## config.mk

```make
export PLATFORM = sky130hd
export DESIGN_NAME = parking_rush_timer_flat
export DESIGN_NICKNAME = d
export VERILOG_FILES = /design/src/rtl/parking_pkg.sv /design/src/rtl/parking_rush_timer_if.sv /design/src/rtl/parking_rush_timer_hour_timer.sv /design/src/rtl/parking_rush_timer.sv /design/src/flat_wrapper.sv
export SDC_FILE = /design/constraint.sdc
export NUM_CORES = 1
export LEC_CHECK = 0
export ABC_AREA = 0
export CAP_MARGIN = 15
export CORE_MARGIN = 8
export CORE_UTILIZATION = 25
export CTS_BUF_LIST = sky130_fd_sc_hd__clkbuf_8 sky130_fd_sc_hd__clkbuf_16
export DETAILED_ROUTE_END_ITERATION = 10
export PLACE_DENSITY = 0.47
export SYNTH_ARGS = -nofsm -noshare
export SYNTH_HDL_FRONTEND = slang
export SYNTH_SLANG_ARGS = --single-unit
```

## constraint.sdc

```tcl
create_clock -name clk -period 2.4 [get_ports clk]
set_clock_uncertainty 0.1 [all_clocks]
set_input_delay 0.48 -clock clk [delete_from_list [all_inputs] [get_ports clk]]
set_output_delay 0.48 -clock clk [all_outputs]
set_load 0.1 [all_outputs]
```

## src/rtl/parking_pkg.sv

```systemverilog
// Shared types and constants for the parking rush-hour timer block.
// Pure declarations: no latency and no backpressure.
package parking_pkg;

    localparam int HOUR_W           = 4;
    localparam int DEF_CNT_1S       = 50_000_000;
    localparam int DEF_CNT_HOUR     = 3600;
    localparam int DEF_HOURS_PER_DAY = 8;

    typedef enum logic [0:0] {
        WAIT_FULL = 1'b0,
        RUSH      = 1'b1
    } occ_state_e;

endpackage

```

## src/rtl/parking_rush_timer_if.sv

```systemverilog
// Groups the day-control/occupancy inputs and the timing/rush outputs of the block.
// Wires only: no latency and no backpressure.
interface parking_rush_timer_if;
    import parking_pkg::*;

    logic              work_day_increment;
    logic              slot_empty;
    logic              slot_full;
    logic [HOUR_W-1:0] work_hour;
    logic              expired_one_second;
    logic              expired_one_hour;
    logic              work_day_expired;
    logic              rush_start_valid;
    logic              rush_end_valid;

    modport master (
        output work_day_increment, slot_empty, slot_full,
        input  work_hour, expired_one_second, expired_one_hour,
               work_day_expired, rush_start_valid, rush_end_valid
    );

    modport slave (
        input  work_day_increment, slot_empty, slot_full,
        output work_hour, expired_one_second, expired_one_hour,
               work_day_expired, rush_start_valid, rush_end_valid
    );

endinterface

```

## src/rtl/parking_rush_timer_hour_timer.sv

```systemverilog
// Prescaler -> seconds -> work-hour counters; expiry pulses decode registered state.
// Pulses are coincident with the counter wrap edge; free-running, no backpressure.
module hour_timer
    import parking_pkg::*;
#(
    parameter int CNT_1S        = DEF_CNT_1S,
    parameter int CNT_HOUR      = DEF_CNT_HOUR,
    parameter int HOURS_PER_DAY = DEF_HOURS_PER_DAY
) (
    input  logic              clk,
    input  logic              reset,
    input  logic              clr_i,
    output logic [HOUR_W-1:0] work_hour_o,
    output logic              expired_one_second_o,
    output logic              expired_one_hour_o,
    output logic              work_day_expired_o
);

    localparam int PRE_W = (CNT_1S   > 1) ? $clog2(CNT_1S)   : 1;
    localparam int SEC_W = (CNT_HOUR > 1) ? $clog2(CNT_HOUR) : 1;

    logic [PRE_W-1:0]  pre_q,  pre_d;
    logic [SEC_W-1:0]  sec_q,  sec_d;
    logic [HOUR_W-1:0] hour_q, hour_d;

    logic sec_last, hour_last;

    assign expired_one_second_o = (pre_q == PRE_W'(CNT_1S - 1));
    assign sec_last             = (sec_q == SEC_W'(CNT_HOUR - 1));
    assign hour_last            = (hour_q == HOUR_W'(HOURS_PER_DAY - 1));
    assign expired_one_hour_o   = expired_one_second_o && sec_last;
    assign work_day_expired_o   = expired_one_hour_o && hour_last;
    assign work_hour_o          = hour_q;

    always_comb begin
        pre_d  = expired_one_second_o ? '0 : pre_q + PRE_W'(1);
        sec_d  = sec_q;
        hour_d = hour_q;
        if (expired_one_second_o) begin
            sec_d = sec_last ? '0 : sec_q + SEC_W'(1);
        end
        if (expired_one_hour_o) begin
            hour_d = hour_last ? '0 : hour_q + HOUR_W'(1);
        end
    end

    always_ff @(posedge clk) begin
        if (!reset || clr_i) begin
            pre_q  <= '0;
            sec_q  <= '0;
            hour_q <= '0;
        end else begin
            pre_q  <= pre_d;
            sec_q  <= sec_d;
            hour_q <= hour_d;
        end
    end

endmodule

```

## src/rtl/parking_rush_timer.sv

```systemverilog
// Time base plus occupancy FSM emitting one-cycle rush start/end pulses.
// Rush pulses registered (one cycle after the slot level); no backpressure.
module parking_rush_timer
    import parking_pkg::*;
#(
    parameter int CNT_1S        = DEF_CNT_1S,
    parameter int CNT_HOUR      = DEF_CNT_HOUR,
    parameter int HOURS_PER_DAY = DEF_HOURS_PER_DAY
) (
    input  logic                 clk,
    input  logic                 reset,
    parking_rush_timer_if.slave  bus
);

    occ_state_e state_q;
    logic       rush_start_q;
    logic       rush_end_q;

    hour_timer #(
        .CNT_1S        (CNT_1S),
        .CNT_HOUR      (CNT_HOUR),
        .HOURS_PER_DAY (HOURS_PER_DAY)
    ) u_hour_timer (
        .clk                  (clk),
        .reset                (reset),
        .clr_i                (bus.work_day_increment),
        .work_hour_o          (bus.work_hour),
        .expired_one_second_o (bus.expired_one_second),
        .expired_one_hour_o   (bus.expired_one_hour),
        .work_day_expired_o   (bus.work_day_expired)
    );

    // Each state listens to one input only, so full&empty together resolve by state.
    always_ff @(posedge clk) begin
        if (!reset || bus.work_day_increment) begin
            state_q      <= WAIT_FULL;
            rush_start_q <= 1'b0;
            rush_end_q   <= 1'b0;
        end else begin
            rush_start_q <= 1'b0;
            rush_end_q   <= 1'b0;
            case (state_q)
                WAIT_FULL: if (bus.slot_full) begin
                    state_q      <= RUSH;
                    rush_start_q <= 1'b1;
                end
                RUSH: if (bus.slot_empty) begin
                    state_q    <= WAIT_FULL;
                    rush_end_q <= 1'b1;
                end
                default: state_q <= WAIT_FULL;
            endcase
        end
    end

    assign bus.rush_start_valid = rush_start_q;
    assign bus.rush_end_valid   = rush_end_q;

endmodule

```

## src/flat_wrapper.sv

```systemverilog
// flat-port wrapper written by rule: the top's interface ports become plain ports
module parking_rush_timer_flat import parking_pkg::*;
#(
    parameter int CNT_1S        = DEF_CNT_1S,
    parameter int CNT_HOUR      = DEF_CNT_HOUR,
    parameter int HOURS_PER_DAY = DEF_HOURS_PER_DAY
)
  (clk, reset, bus_work_day_increment, bus_slot_empty, bus_slot_full, bus_work_hour, bus_expired_one_second, bus_expired_one_hour, bus_work_day_expired, bus_rush_start_valid, bus_rush_end_valid);
  parking_rush_timer_if bus_i ();
  input  logic clk;
  input  logic reset;
  input wire logic [$bits(bus_i.work_day_increment)-1:0] bus_work_day_increment;
  input wire logic [$bits(bus_i.slot_empty)-1:0] bus_slot_empty;
  input wire logic [$bits(bus_i.slot_full)-1:0] bus_slot_full;
  output wire logic [$bits(bus_i.work_hour)-1:0] bus_work_hour;
  output wire logic [$bits(bus_i.expired_one_second)-1:0] bus_expired_one_second;
  output wire logic [$bits(bus_i.expired_one_hour)-1:0] bus_expired_one_hour;
  output wire logic [$bits(bus_i.work_day_expired)-1:0] bus_work_day_expired;
  output wire logic [$bits(bus_i.rush_start_valid)-1:0] bus_rush_start_valid;
  output wire logic [$bits(bus_i.rush_end_valid)-1:0] bus_rush_end_valid;
  assign bus_i.work_day_increment = bus_work_day_increment;
  assign bus_i.slot_empty = bus_slot_empty;
  assign bus_i.slot_full = bus_slot_full;
  assign bus_work_hour = bus_i.work_hour;
  assign bus_expired_one_second = bus_i.expired_one_second;
  assign bus_expired_one_hour = bus_i.expired_one_hour;
  assign bus_work_day_expired = bus_i.work_day_expired;
  assign bus_rush_start_valid = bus_i.rush_start_valid;
  assign bus_rush_end_valid = bus_i.rush_end_valid;
  parking_rush_timer #(.CNT_1S(CNT_1S), .CNT_HOUR(CNT_HOUR), .HOURS_PER_DAY(HOURS_PER_DAY)) u_core (.clk(clk), .reset(reset), .bus(bus_i));
endmodule
```

### Yosys cells after proc, flatten, opt, wreduce, memory -nomap -nowiden

Cells that the tools add are included.
W data, S select, Z words.

| operators by class | value |
|---|---|
| $add $sub $neg | 3 |
| equal/unequal tests | 3 |
| mux-type cells | 6 |
| bitwise operators | 1 |
| reduce and logical (&&, ||, !) cells | 7 |

Operators with widths:

| cell | number |
|---|---|
| $add A26 B1 Y26 const B | 1 |
| $eq A26 B26 Y1 const B | 1 |
| $add A12 B1 Y12 const B | 1 |
| $eq A12 B12 Y1 const B | 1 |
| $mux W12 | 1 |
| $reduce_or A2 Y1 | 3 |
| $add A4 B1 Y4 const B | 1 |
| $eq A4 B3 Y1 const B | 1 |
| $mux W4 | 1 |
| $mux W1 | 3 |
| $logic_and A1 B1 Y1 | 2 |
| $pmux W1 S2 | 1 |
| $logic_not A1 Y1 | 1 |
| $logic_or A1 B1 Y1 | 1 |
| $not A1 Y1 | 1 |

| word-level totals | value |
|---|---|
| flip-flop bits (word level) | 45 |
| output and inout bits | 9 |
| word-level logic and storage cells | 26 |

### Logic depth before layout (Yosys ltp)

| depth | value |
|---|---|
| depth after elaboration | 3 |
| mapped depth | 9 |

### Modules after synthesis

A second synthesis with hierarchy kept.

| unflattened totals | value |
|---|---|
| cell total of the unflattened synthesis | 268 |
| area, all modules | 2293.4 um^2 |

By module, submodules not included:

| module | instances | cells each | area an instance (um^2) |
|---|---|---|---|
| hour_timer | 1 | 258 | 2184.6 |
| parking_rush_timer | 1 | 10 | 108.9 |

### Least setup slack after synthesis

No wires, ideal clock.

| timing path | value |
|---|---|
| kind | reg2out |
| start | reg u_core.u_hour_timer.pre_q[0] |
| end | out bus_work_day_expired |
| arrival time | 4685 ps |
| required time | 1820 ps |
| slack | -2865 ps |
| stages on the path, launching flop included | 9 |
| cell sequence | dfxtp_1 -> ha_1 -> inv_1 -> or2_1 -> buf_6 -> or4_1 -> clkbuf_1 -> clkbuf_1 -> nor4_1 |

| between the ends | value |
|---|---|
| cells in the longest elaborated chain, start to end | 3 |

RTL lines:

| what | line | RTL |
|---|---|---|
| start: declaration | parking_rush_timer_hour_timer.sv:22 | `logic [PRE_W-1:0] pre_q, pre_d;` |
| start signal: assignment | parking_rush_timer_hour_timer.sv:53 | `pre_q <= pre_d;` |
| $eq A26 B26 Y1 | parking_rush_timer_hour_timer.sv:28 | `assign expired_one_second_o = (pre_q == PRE_W'(CNT_1S - 1));` |
| $logic_and A1 B1 Y1 | parking_rush_timer_hour_timer.sv:31 | `assign expired_one_hour_o = expired_one_second_o && sec_last;` |
| $logic_and A1 B1 Y1 | parking_rush_timer_hour_timer.sv:32 | `assign work_day_expired_o = expired_one_hour_o && hour_last;` |
| end: declaration | flat_wrapper.sv:18 | `output wire logic [$bits(bus_i.work_day_expired)-1:0] bus_work_day_expired;` |

No other way between the ends.

### Final worst setup path

| timing path | value |
|---|---|
| start | reg u_core.u_hour_timer.pre_q[10] |
| end | out bus_work_day_expired |

The elaborated chain is that of the path after synthesis.

==> results.py <==
metrics = {
    "critical_path": {
        "crit_path_max_fanout": 4,
        "worst_setup_path_start": "u_core.u_hour_timer.pre_q[10]",
        "critPathCapture": "bus_work_day_expired",
        "worstPathRequired_ns": 1.82,
        "critical_path.reg2reg.endpoint": "u_core.u_hour_timer.sec_q[6]",
        "ff2ff_path_depth": 7,
        "crit_path_start_kind": "register",
        "worst_ep_arrival_time_ns": 2.05,
        "end_kind": "primary output",
        "timing.critical_path.slowest_stage_cell": "sky130_fd_sc_hd__or4_4",
        "critical_path.top_delay_family": "simple AND/OR/NAND/NOR gates",
        "cp_cell_sequence": "nor4b_4 > nand3_1 > or4_4 > nor4_4 > buf_12",
        "max_stage_delay_ns": 0.59,
        "r2r-start": "u_core.u_hour_timer.pre_q[10]",
        "worstPathBufferInverterCount": 1,
        "timing.setup.critical_path_class": "register to primary output",
        "worst-r2r-setup-slack_ns": -0.06,
        "cp_num_cells": 5,
    },
    "sta": {
        "report.final.hold_viol_count": 0,
        "report.final.slew_viol_count": 0,
        "fmaxAchievable_mhz": 380,
        "shortest_period_the_worst_path_allows_ns": 2.63,
        "least_setup_slack_across_all_paths_after_layout_ns": -0.231,
        "rsz0062_at_grt": "yes",
        "setup-violations-final": 4,
        "fin_crit_sh": 1.10,
        "worst-slew-pin-transition_ns": 0.434,
        "timing.max_slew.rel_slack": 0.708,
        "timing.setup.tns_ns": -0.676,
    },
    "clocking": {
        "worstSkewPairLatency_ns": 0.29,
        "cts-htree-levels": 2,
        "clock-sinks": 45,
        "clock_pin_slew_worst_setup_and_hold_paths_ns": 0.08,
        "cts_root_buf": "sky130_fd_sc_hd__clkbuf_8",
        "clock_buffers_created_by_tritoncts": 5,
        "clock_path_buffers": 2,
        "cts_tree": "built",
    },
    "detailed_routing": {
        "totalWireLength_um": 5100,
        "num_vias": 1915,
        "drt_first_pass_iters": 4,
        "avgViaCountPerCell": 4.69,
        "route.antenna.remaining_nets": 0,
        "route.detailed.drc": 0,
        "wl_per_cell_um": 12.5,
        "dr.first_iter.drc_count": 38,
    },
    "grt": {
        "gr_overflow_total": 0,
        "number_of_global_route_vias_before_repair": 1888,
        "grt_antenna_before_repair": 0,
        "grt_first_pass_wirelength_um": 8900,
        "global_route_total_usage_across_every_layer": 0.0936,
        "grt_max_degree": 26,
    },
    "final_layout": {
        "post_route_cells_drive_above_1_share": 0.244,
        "antenna-diode-count": 0,
        "layout.cells.most_common_list": "sky130_fd_sc_hd__buf_4, sky130_fd_sc_hd__nor2_1, sky130_fd_sc_hd__dfxtp_1, sky130_fd_sc_hd__nand3_1, sky130_fd_sc_hd__nand2_1",
        "layout.core_utilization": 0.343,
        "most_common_cell_after_layout_fill_and_taps_aside": "sky130_fd_sc_hd__buf_4",
        "final_design_area_no_fill_um2": 2800,
        "multi_input_area_um2": 1190,
        "syn2layout_area_growth_pct": 33.5,
        "num-fill-cells": 884,
        "register_area_um2": 910,
        "finish.net_count": 312,
    },
    "placement": {
        "placed_area_um2": 2690,
        "pre_cts_slack_ns": -0.00168,
        "gp_routability_congestion": 0.742,
        "hpwl_um": 3750,
        "numPortBuffers": 13,
    },
    "logic_synthesis": {
        "syn_nets": 260,
        "syn_avg_cell_area_um2": 8.32,
        "synth.top_cells.by_area": "sky130_fd_sc_hd__dfxtp_1, sky130_fd_sc_hd__xor2_1, sky130_fd_sc_hd__nor2_1, sky130_fd_sc_hd__nand3_1, sky130_fd_sc_hd__nand2_1",
        "postSynthCellCount": 252,
        "yosys_warnings": 0,
        "ys_ff_latch": 45,
        "synth-async-reset-ratio": 0,
        "synth-edff-count": 0,
        "netlist-cell-type-count": 37,
        "postSynth.topFlopCell": "sky130_fd_sc_hd__dfxtp_1",
        "yosys.area.top_type_share": 0.430,
        "seq_area_frac_synth": 0.430,
        "post_synth_instance_area_um2": 2100,
        "synth_largest_area_cell": "sky130_fd_sc_hd__dfxtp_1",
    },
    "job": {
        "cap_viol_max_count": 0,
    },
    "power": {
        "fin_total_pwr_uw": 1240,
        "powerDensity_nw_per_um2": 443,
        "p_leak_uw": 0.00101,
        "vdd.ir_drop.worst_mv": 0.245,
    },
    "floorplanning": {
        "dieArea_um2": 11600,
        "chipWidth_um": 108,
        "top_level_ports": 14,
        "design.core.area_um2": 8180,
        "initial_core_util": 0.257,
        "core.rowCount": 33,
        "die-height_um": 108,
    },
    "worst_hold_path": {
        "min_from": "u_core.u_hour_timer.sec_q[11]",
        "worst_hold_check_path_type": "register to register",
    },
    "outcome": {
        "run_status": "complete, but fails checks",
        "violations": "setup timing",
    },
}
-- per-stage QoR --
stage	instances	hold WS, ns
after global routing	408	0.399
after floorplan	252	0.327
final	408	0.369
after detailed placement	400	0.356
after CTS	406	0.368
after global placement	400	0.341
-- report_power, final --
group	switching [uW]	internal (uW)	leakage (uW)
registers	2.47	749	0.000366
logic	27.9	19.8	0.000601
clock network	250	192	0.0000399
total	280	961	0.00101
-- cell families (layout without fill, tap and decap cells) --
family	after synthesis	after routing	share of synthesized area
xor+xnor	25	25	0.104
flops	45	45	0.430
compound gates	33	33	0.0961
simple gates	130	130	0.320
buf+inv	16	67	0.0322
fa+ha+maj	3	3	0.0179
-- worst register-to-register path, delay by kind of cell, from the launching register on --
kind | cells | cell delay [ns]
simple gates | 4 | 1.53
buf+inv | 2 | 0.30
flops | 1 | 0.34
compound gates | 1 | 0.14
-- synth_stat cells (3+ instances only) --
library cell / instances
sky130_fd_sc_hd__ha_1: 3
sky130_fd_sc_hd__xor2_1: 17
sky130_fd_sc_hd__o31ai_1: 5
sky130_fd_sc_hd__and4_1: 3
sky130_fd_sc_hd__nand2b_1: 3
sky130_fd_sc_hd__a21oi_1: 8
sky130_fd_sc_hd__and3_1: 6
sky130_fd_sc_hd__nor4_1: 6
sky130_fd_sc_hd__dfxtp_1: 45
sky130_fd_sc_hd__nand3_1: 23
sky130_fd_sc_hd__or4_1: 4
sky130_fd_sc_hd__inv_1: 8
sky130_fd_sc_hd__nor2_1: 39
sky130_fd_sc_hd__clkbuf_1: 7
sky130_fd_sc_hd__nand2_1: 19
sky130_fd_sc_hd__xnor2_1: 8
sky130_fd_sc_hd__and2_1: 4
sky130_fd_sc_hd__or3_1: 3
sky130_fd_sc_hd__o21ai_0: 12
sky130_fd_sc_hd__nor3_1: 4
sky130_fd_sc_hd__nand4_1: 6
-- registers in the layout, summed over array words and instances, names as in the netlist --
register	flops
u_core.u_hour_timer.work_hour_o	4
u_core.u_hour_timer.pre_q	26
u_core.bus.rush_start_valid	1
u_core.u_hour_timer.sec_q	12
u_core.bus.rush_end_valid	1
u_core.state_q	1
-- worst min-delay path by stage --
| stage | end | cells after the start |
|---|---|---|
| finish | u_core.u_hour_timer.sec_q[11] | 1 |
| floorplan | u_core.u_hour_timer.sec_q[11] | 1 |
| global placement | u_core.u_hour_timer.sec_q[11] | 1 |
| global route | u_core.state_q | 2 |
| detailed placement | u_core.u_hour_timer.sec_q[11] | 1 |
| CTS | u_core.u_hour_timer.sec_q[11] | 1 |
-- layer usage --
metal  up-vias  track usage  wire (um)
met5         -            0          0
met4         0       0.0238         31
met3         5       0.0246        223
met2        30        0.156       2360
met1       893        0.116       2490
li1        987            -          -
-- final cells by class --
type                            instances  area share
Clock buffer                            5      0.0246
Timing Repair Buffer                   53       0.166
Tap cell                              105      0.0469
Multi-Input combinational cell        191       0.425
Sequential cell                        45       0.325
Inverter                                8      0.0107
Clock inverter                          1     0.00179
-- repair_timing --
action                     CTS  global route
pin swaps                    0             1
resized for setup            2             5
setup endpoints to repair    4             5
hold buffers                 0             0
buffers inserted             0             2
Power figures use the tool's default switching activity.
